**src/rtl/shift_seq_ctrl_if.sv**
```systemverilog
// Command handshake plus register-side control/feedback signals for shift_seq_ctrl.
interface shift_seq_ctrl_if #(
  parameter int WIDTH = 4,
  parameter int CNT_W = 3
);
  logic             cmd_valid;
  logic             cmd_ready;
  logic [1:0]       cmd_op;
  logic [CNT_W-1:0] cmd_count;
  logic             cmd_rotate;
  logic             cmd_fill;
  logic [WIDTH-1:0] cmd_data;
  logic [WIDTH-1:0] q_in;
  logic [1:0]       sel;
  logic             serial_left_out;
  logic             serial_right_out;
  logic [WIDTH-1:0] parallel_out;
  logic             busy;
  logic             done;

  modport master (
    output cmd_valid, cmd_op, cmd_count, cmd_rotate, cmd_fill, cmd_data, q_in,
    input  cmd_ready, sel, serial_left_out, serial_right_out, parallel_out, busy, done
  );

  modport slave (
    input  cmd_valid, cmd_op, cmd_count, cmd_rotate, cmd_fill, cmd_data, q_in,
    output cmd_ready, sel, serial_left_out, serial_right_out, parallel_out, busy, done
  );
endinterface

```
**src/rtl/shift_seq_ctrl.sv**
```systemverilog
// Sequencer for a universal shift register: turns load/shift/rotate commands into
// one register operation per ACTIVE cycle and pulses done when the command completes.
module shift_seq_ctrl #(
  parameter int WIDTH = 4,
  parameter int CNT_W = 3
) (
  input logic            clk,
  input logic            reset,
  shift_seq_ctrl_if.slave bus
);

  typedef enum logic {IDLE, ACTIVE} state_t;

  localparam logic [1:0] OP_NOP  = 2'b00;
  localparam logic [1:0] OP_SHR  = 2'b01;
  localparam logic [1:0] OP_SHL  = 2'b10;
  localparam logic [1:0] OP_LOAD = 2'b11;

  state_t           state, state_nxt;
  logic [CNT_W-1:0] remaining, remaining_nxt;
  logic [1:0]       sel_r, sel_nxt;
  logic [WIDTH-1:0] par_r, par_nxt;
  logic             done_r, done_nxt;
  logic             accept;

  // Latched command fields; only consulted while ACTIVE, so they need no reset.
  logic [1:0]       op_r;
  logic             rotate_r;
  logic             fill_r;

  always_ff @(posedge clk or posedge reset) begin
    if (reset) begin
      state     <= IDLE;
      remaining <= '0;
      sel_r     <= OP_NOP;
      par_r     <= '0;
      done_r    <= 1'b0;
    end else begin
      state     <= state_nxt;
      remaining <= remaining_nxt;
      sel_r     <= sel_nxt;
      par_r     <= par_nxt;
      done_r    <= done_nxt;
    end
  end

  always_ff @(posedge clk) begin
    if (accept) begin
      op_r     <= bus.cmd_op;
      rotate_r <= bus.cmd_rotate;
      fill_r   <= bus.cmd_fill;
    end
  end

  always_comb begin
    state_nxt     = state;
    remaining_nxt = remaining;
    sel_nxt       = OP_NOP;
    par_nxt       = '0;
    done_nxt      = 1'b0;
    accept        = 1'b0;
    case (state)
      IDLE: begin
        if (bus.cmd_valid) begin
          accept = 1'b1;
          case (bus.cmd_op)
            OP_NOP: done_nxt = 1'b1;
            OP_LOAD: begin
              state_nxt     = ACTIVE;
              remaining_nxt = CNT_W'(1);
              sel_nxt       = OP_LOAD;
              par_nxt       = bus.cmd_data;
            end
            default: begin
              if (bus.cmd_count == '0) begin
                done_nxt = 1'b1;
              end else begin
                state_nxt     = ACTIVE;
                remaining_nxt = bus.cmd_count;
                sel_nxt       = bus.cmd_op;
              end
            end
          endcase
        end
      end
      ACTIVE: begin
        remaining_nxt = remaining - CNT_W'(1);
        if (remaining == CNT_W'(1)) begin
          state_nxt = IDLE;
          done_nxt  = 1'b1;
        end else begin
          sel_nxt = sel_r;
          par_nxt = par_r;
        end
      end
      default: state_nxt = IDLE;
    endcase
  end

  // Fill bits follow the live register contents so rotation feeds back the bit shifted out.
  always_comb begin
    bus.serial_left_out  = 1'b0;
    bus.serial_right_out = 1'b0;
    if (state == ACTIVE) begin
      if (op_r == OP_SHR)
        bus.serial_left_out = rotate_r ? bus.q_in[0] : fill_r;
      else if (op_r == OP_SHL)
        bus.serial_right_out = rotate_r ? bus.q_in[WIDTH-1] : fill_r;
    end
  end

  assign bus.cmd_ready    = (state == IDLE);
  assign bus.busy         = (state == ACTIVE);
  assign bus.sel          = sel_r;
  assign bus.parallel_out = par_r;
  assign bus.done         = done_r;

endmodule

```
**src/flat_wrapper.sv**
```systemverilog
// flat-port wrapper written by rule: the top's interface ports become plain ports
module shift_seq_ctrl_flat 
#(
  parameter int WIDTH = 4,
  parameter int CNT_W = 3
)
  (clk, reset, bus_cmd_valid, bus_cmd_op, bus_cmd_count, bus_cmd_rotate, bus_cmd_fill, bus_cmd_data, bus_q_in, bus_cmd_ready, bus_sel, bus_serial_left_out, bus_serial_right_out, bus_parallel_out, bus_busy, bus_done);
  shift_seq_ctrl_if #(.WIDTH(WIDTH), .CNT_W(CNT_W)) bus_i ();
  input logic clk;
  input logic reset;
  input wire logic [$bits(bus_i.cmd_valid)-1:0] bus_cmd_valid;
  input wire logic [$bits(bus_i.cmd_op)-1:0] bus_cmd_op;
  input wire logic [$bits(bus_i.cmd_count)-1:0] bus_cmd_count;
  input wire logic [$bits(bus_i.cmd_rotate)-1:0] bus_cmd_rotate;
  input wire logic [$bits(bus_i.cmd_fill)-1:0] bus_cmd_fill;
  input wire logic [$bits(bus_i.cmd_data)-1:0] bus_cmd_data;
  input wire logic [$bits(bus_i.q_in)-1:0] bus_q_in;
  output wire logic [$bits(bus_i.cmd_ready)-1:0] bus_cmd_ready;
  output wire logic [$bits(bus_i.sel)-1:0] bus_sel;
  output wire logic [$bits(bus_i.serial_left_out)-1:0] bus_serial_left_out;
  output wire logic [$bits(bus_i.serial_right_out)-1:0] bus_serial_right_out;
  output wire logic [$bits(bus_i.parallel_out)-1:0] bus_parallel_out;
  output wire logic [$bits(bus_i.busy)-1:0] bus_busy;
  output wire logic [$bits(bus_i.done)-1:0] bus_done;
  assign bus_i.cmd_valid = bus_cmd_valid;
  assign bus_i.cmd_op = bus_cmd_op;
  assign bus_i.cmd_count = bus_cmd_count;
  assign bus_i.cmd_rotate = bus_cmd_rotate;
  assign bus_i.cmd_fill = bus_cmd_fill;
  assign bus_i.cmd_data = bus_cmd_data;
  assign bus_i.q_in = bus_q_in;
  assign bus_cmd_ready = bus_i.cmd_ready;
  assign bus_sel = bus_i.sel;
  assign bus_serial_left_out = bus_i.serial_left_out;
  assign bus_serial_right_out = bus_i.serial_right_out;
  assign bus_parallel_out = bus_i.parallel_out;
  assign bus_busy = bus_i.busy;
  assign bus_done = bus_i.done;
  shift_seq_ctrl #(.WIDTH(WIDTH), .CNT_W(CNT_W)) u_core (.clk(clk), .reset(reset), .bus(bus_i));
endmodule
```
**config.mk**
```make
export PLATFORM = sky130hd
export DESIGN_NAME = shift_seq_ctrl_flat
export DESIGN_NICKNAME = d
export VERILOG_FILES = /design/src/rtl/shift_seq_ctrl_if.sv /design/src/rtl/shift_seq_ctrl.sv /design/src/flat_wrapper.sv
export SDC_FILE = /design/constraint.sdc
export NUM_CORES = 1
export LEC_CHECK = 0
export BUFFER_PORTS_ARGS = -buffer_cell sky130_fd_sc_hd__buf_2
export CAP_MARGIN = 20
export CORE_ASPECT_RATIO = 1.1
export CORE_MARGIN = 3
export CORE_UTILIZATION = 50
export CTS_BUF_LIST = sky130_fd_sc_hd__clkbuf_8
export CTS_CLUSTER_SIZE = 8
export DETAILED_ROUTE_END_ITERATION = 16
export PLACE_DENSITY = 0.81
export SLEW_MARGIN = 30
export SYNTH_ARGS = -nofsm -noshare
export SYNTH_HDL_FRONTEND = slang
export SYNTH_SLANG_ARGS = --single-unit
```
**constraint.sdc**
```tcl
create_clock -name clk -period 2.6 [get_ports clk]
set_input_delay 0.26 -clock clk [delete_from_list [all_inputs] [get_ports clk]]
set_output_delay 0.26 -clock clk [all_outputs]
set_load 0.03 [all_outputs]
```
==> impl_results.md <==
- Number of placement rows: 14
- Outcome: finished with violations
- Net switching power figure: 0.372 mW
- Unrepaired setup endpoints after global routing: false
- Worst Clk Skew: 0.000581 ns
- Register bit count reported by yosys: 15
- Chip Width: 43.6 um
- Detailed placement HPWL: 1150 um
- Synthesized area: 778 sq um
- Leakage component of the power: 0.494 nW
- Number of warnings printed during yosys synthesis: 0
- Peak clock frequency supported by timing: 0.660 GHz
- Worst Path Required: 2.34 ns
- Combinational Power Share: 41.1%
- Largest fanout on the critical path: 3
- Ys async rst share: 73.3%
- Post-route setup TNS: 0 ns
- Ratio of cells with drive above 1 in the final layout: 34.0%
- Remaining max-slew budget at the tightest pin: 72.2%
- 1st-iter DRT viols: 12
- Final cell count without fillers: 116
- Type of element launching the critical path: flip-flop
- Clock period minus final worst setup slack: 1.51 ns
- Max Transition Viols Final: 0
- CTS Buffer Depth: 2
- Share of the yosys chip area belonging to registers: 50.8%
- Post-place instance area: 921 sq um
- All-Layer GR Usage: 16.7%
- Clock-pin transition on the worst setup and hold timing paths: 0.06 ns
- H-tree Lvls: 1
- Number of enable flip-flop cells after synthesis: 4
- Number of buffers inserted during clock tree synthesis: 3
- Sequential Power Share: 39.3%
- Worst-Skew Late Latency: 0.24 ns
- Pin count of the biggest net entering global routing: 12
- Post-route antenna net violation count: 0
- Syn Area/Cell: 11.0 sq um
- Switching Fraction: 39.8%
- Maximum resistive drop on vdd: 0.510 mV
- Vias in the first global route: 587
- Portion of total power attributed to the clock network: 19.5%
- Count of different cell masters after synthesis: 30
- Floorplan die area: 0.00207 sq mm
- DR vias/cell: 5.51
- Critical path start-end classification: flip-flop to output port
- CTS tree: yes
- Share of the clock period used by the worst path: 58.3%
- Cell-internal power: 0.564 mW
- Final Instance Area: 966 sq um
- Diode count: 0
- Routed length on met1: 716 um
- Data arrival, critical path: 1.25 ns
- Crit path capture type: output port
- Post-route core utilization: 68.1%
- Leading register cell type out of synthesis: sky130_fd_sc_hd__dfrtp_1
- Setup-violating endpoint count in the final report: 0
- Detailed-routed wire length on met3: 73 um
- I/O pin total: 29
- Hold WC Path Type: primary input to async pin
- Placer's final routability congestion estimate: 0.739
- Final Hold Vio Count: 11
- Violated checks: negative hold slack
- Count of hold buffers inserted by post-cts repair: 0
- Count of placed standard cells including taps: 112
- Overall die height: 47.4 um
- Net count reported at finish: 124
- Post-synthesis net count: 94
- Worst-margin pin slew: 0.416 ns
- Avg WL per Cell: 13.2 um
- Initial antenna violation count: 0
- Fin Hold WS: -0.00222 ns
- Number of optimization iterations in the first detailed-route pass: 4
- Total power consumption of the routed design: 0.936 mW
- Effective utilization at floorplan: 54.9%
- Post-detailed-routing wire length: 1540 um
- First-pass GRT wire length: 2470 um
- Aggregate global routing overflow: 0
- Port Buffer Count: 26
- Post-CTS sizing: 0
- Area growth, synth to finish: 24.1%
- Power density cells: 969 mW/mm^2
- Total met2 wirelength after detailed routing: 726 um
- Post-CTS setup buffer count: 0
- Uppermost signal routing layer after detailed routing: met4
- CTS Root Cell: sky130_fd_sc_hd__clkbuf_8
- DR DRC count: 0
- Core outline area: 0.00142 sq mm
- Total vias in the final route: 639
- Synth Instances: 71
- Max-cap check violation count: 0
- Clock sink count: 15
kinds of logic after synthesis:
family,after synthesis,synth area share (%)
compound gates,21,18.6
xor+xnor,1,1.13
fa+ha+maj,5,8.04
buf+inv,9,4.82
flops,15,50.8
mux,1,1.29
simple gates,19,15.3
worst max-delay path, stage by stage (launching register included):
cell and delay [ns]:
sky130_fd_sc_hd__edfxtp_1 0.41, sky130_fd_sc_hd__nor2b_1 0.16, sky130_fd_sc_hd__a21oi_1 0.05, sky130_fd_sc_hd__nor3_1 0.16, sky130_fd_sc_hd__buf_2 0.22
worst paths after layout:
| path | startpoint | depth (start not counted) | slack, ns | end |
|---|---|---|---|---|
| setup / recovery | u_core.rotate_r | 4 | 1.09 | bus_serial_right_out |
| hold / removal | reset | 2 | -0.002 | u_core.bus.parallel_out[2] |
| setup reg to reg | u_core.bus.busy | 4 | 1.34 | u_core.bus.parallel_out[1] |
| hold reg to reg | u_core.bus.sel[0] | 1 | 0.49 | u_core.bus.sel[0] |
| max in group asynchronous | reset | 2 | 2.31 | u_core.bus.busy |
| min in group clk | bus_cmd_fill | 1 | 0.19 | u_core.fill_r |
through the flow:
stage	setup WS, ns	hold slack (ns)
after global routing	0.940	0.0227
after detailed placement	1.19	0.271
after floorplan	0.943	0.112
final	1.09	-0.00222
after CTS	1.07	0.0145
after global placement	1.22	0.264
metal layers:
metal  up-vias  GRT usage [%]
li1        318              -
met1       300           19.9
met3         4           4.60
met2        17           28.5
met4         0           7.23
met5         -              0
flip-flops by register name, indices dropped and copies added (netlist names):
name / count
u_core.fill_r: 1
u_core.remaining: 3
u_core.bus.parallel_out: 4
u_core.bus.done: 1
u_core.bus.sel: 2
u_core.rotate_r: 1
u_core.op_r: 2
u_core.bus.busy: 1
cell usage after synthesis, types with 3 or more instances:
cell type	instances	area [sq um]
sky130_fd_sc_hd__dfrtp_1	11	275
sky130_fd_sc_hd__inv_1	7	26.3
sky130_fd_sc_hd__ha_1	5	62.6
sky130_fd_sc_hd__a21oi_1	4	20.0
sky130_fd_sc_hd__a22o_1	4	35.0
sky130_fd_sc_hd__edfxtp_1	4	120
sky130_fd_sc_hd__nand2_1	3	11.3
sky130_fd_sc_hd__nor3_1	3	15.0
sky130_fd_sc_hd__o2bb2ai_1	3	26.3
final cells by class:
cell class	count	area, sq um
Timing Repair Buffer	26	130
Inverter	8	30.0
Clock buffer	3	41.3
Clock inverter	1	3.75
Fill cell	119	453
Multi-Input combinational cell	47	345
Tap cell	16	20.0
Sequential cell	15	395
cell usage in the layout (no fill, tap or decap), types with 2 or more instances in the layout:
cell type,n
sky130_fd_sc_hd__a21oi_1,4
sky130_fd_sc_hd__a22o_1,4
sky130_fd_sc_hd__a22oi_1,2
sky130_fd_sc_hd__a31oi_1,2
sky130_fd_sc_hd__buf_2,26
sky130_fd_sc_hd__clkbuf_8,3
sky130_fd_sc_hd__dfrtp_1,11
sky130_fd_sc_hd__edfxtp_1,4
sky130_fd_sc_hd__ha_1,5
sky130_fd_sc_hd__inv_1,8
sky130_fd_sc_hd__nand2_1,3
sky130_fd_sc_hd__nor2_1,2
sky130_fd_sc_hd__nor2b_1,2
sky130_fd_sc_hd__nor3_1,3
sky130_fd_sc_hd__o21ai_0,2
sky130_fd_sc_hd__o21ai_1,2
sky130_fd_sc_hd__o2bb2ai_1,3
power by group through the flow:
stage	clock network, mW	registers (mW)	logic, mW
floorplan	0	0.420	0.242
global placement	0	0.371	0.378
detailed placement	0	0.372	0.383
CTS	0.189	0.368	0.386
global route	0.199	0.377	0.429
finish	0.183	0.368	0.385
(Power assumes the default switching activity.)
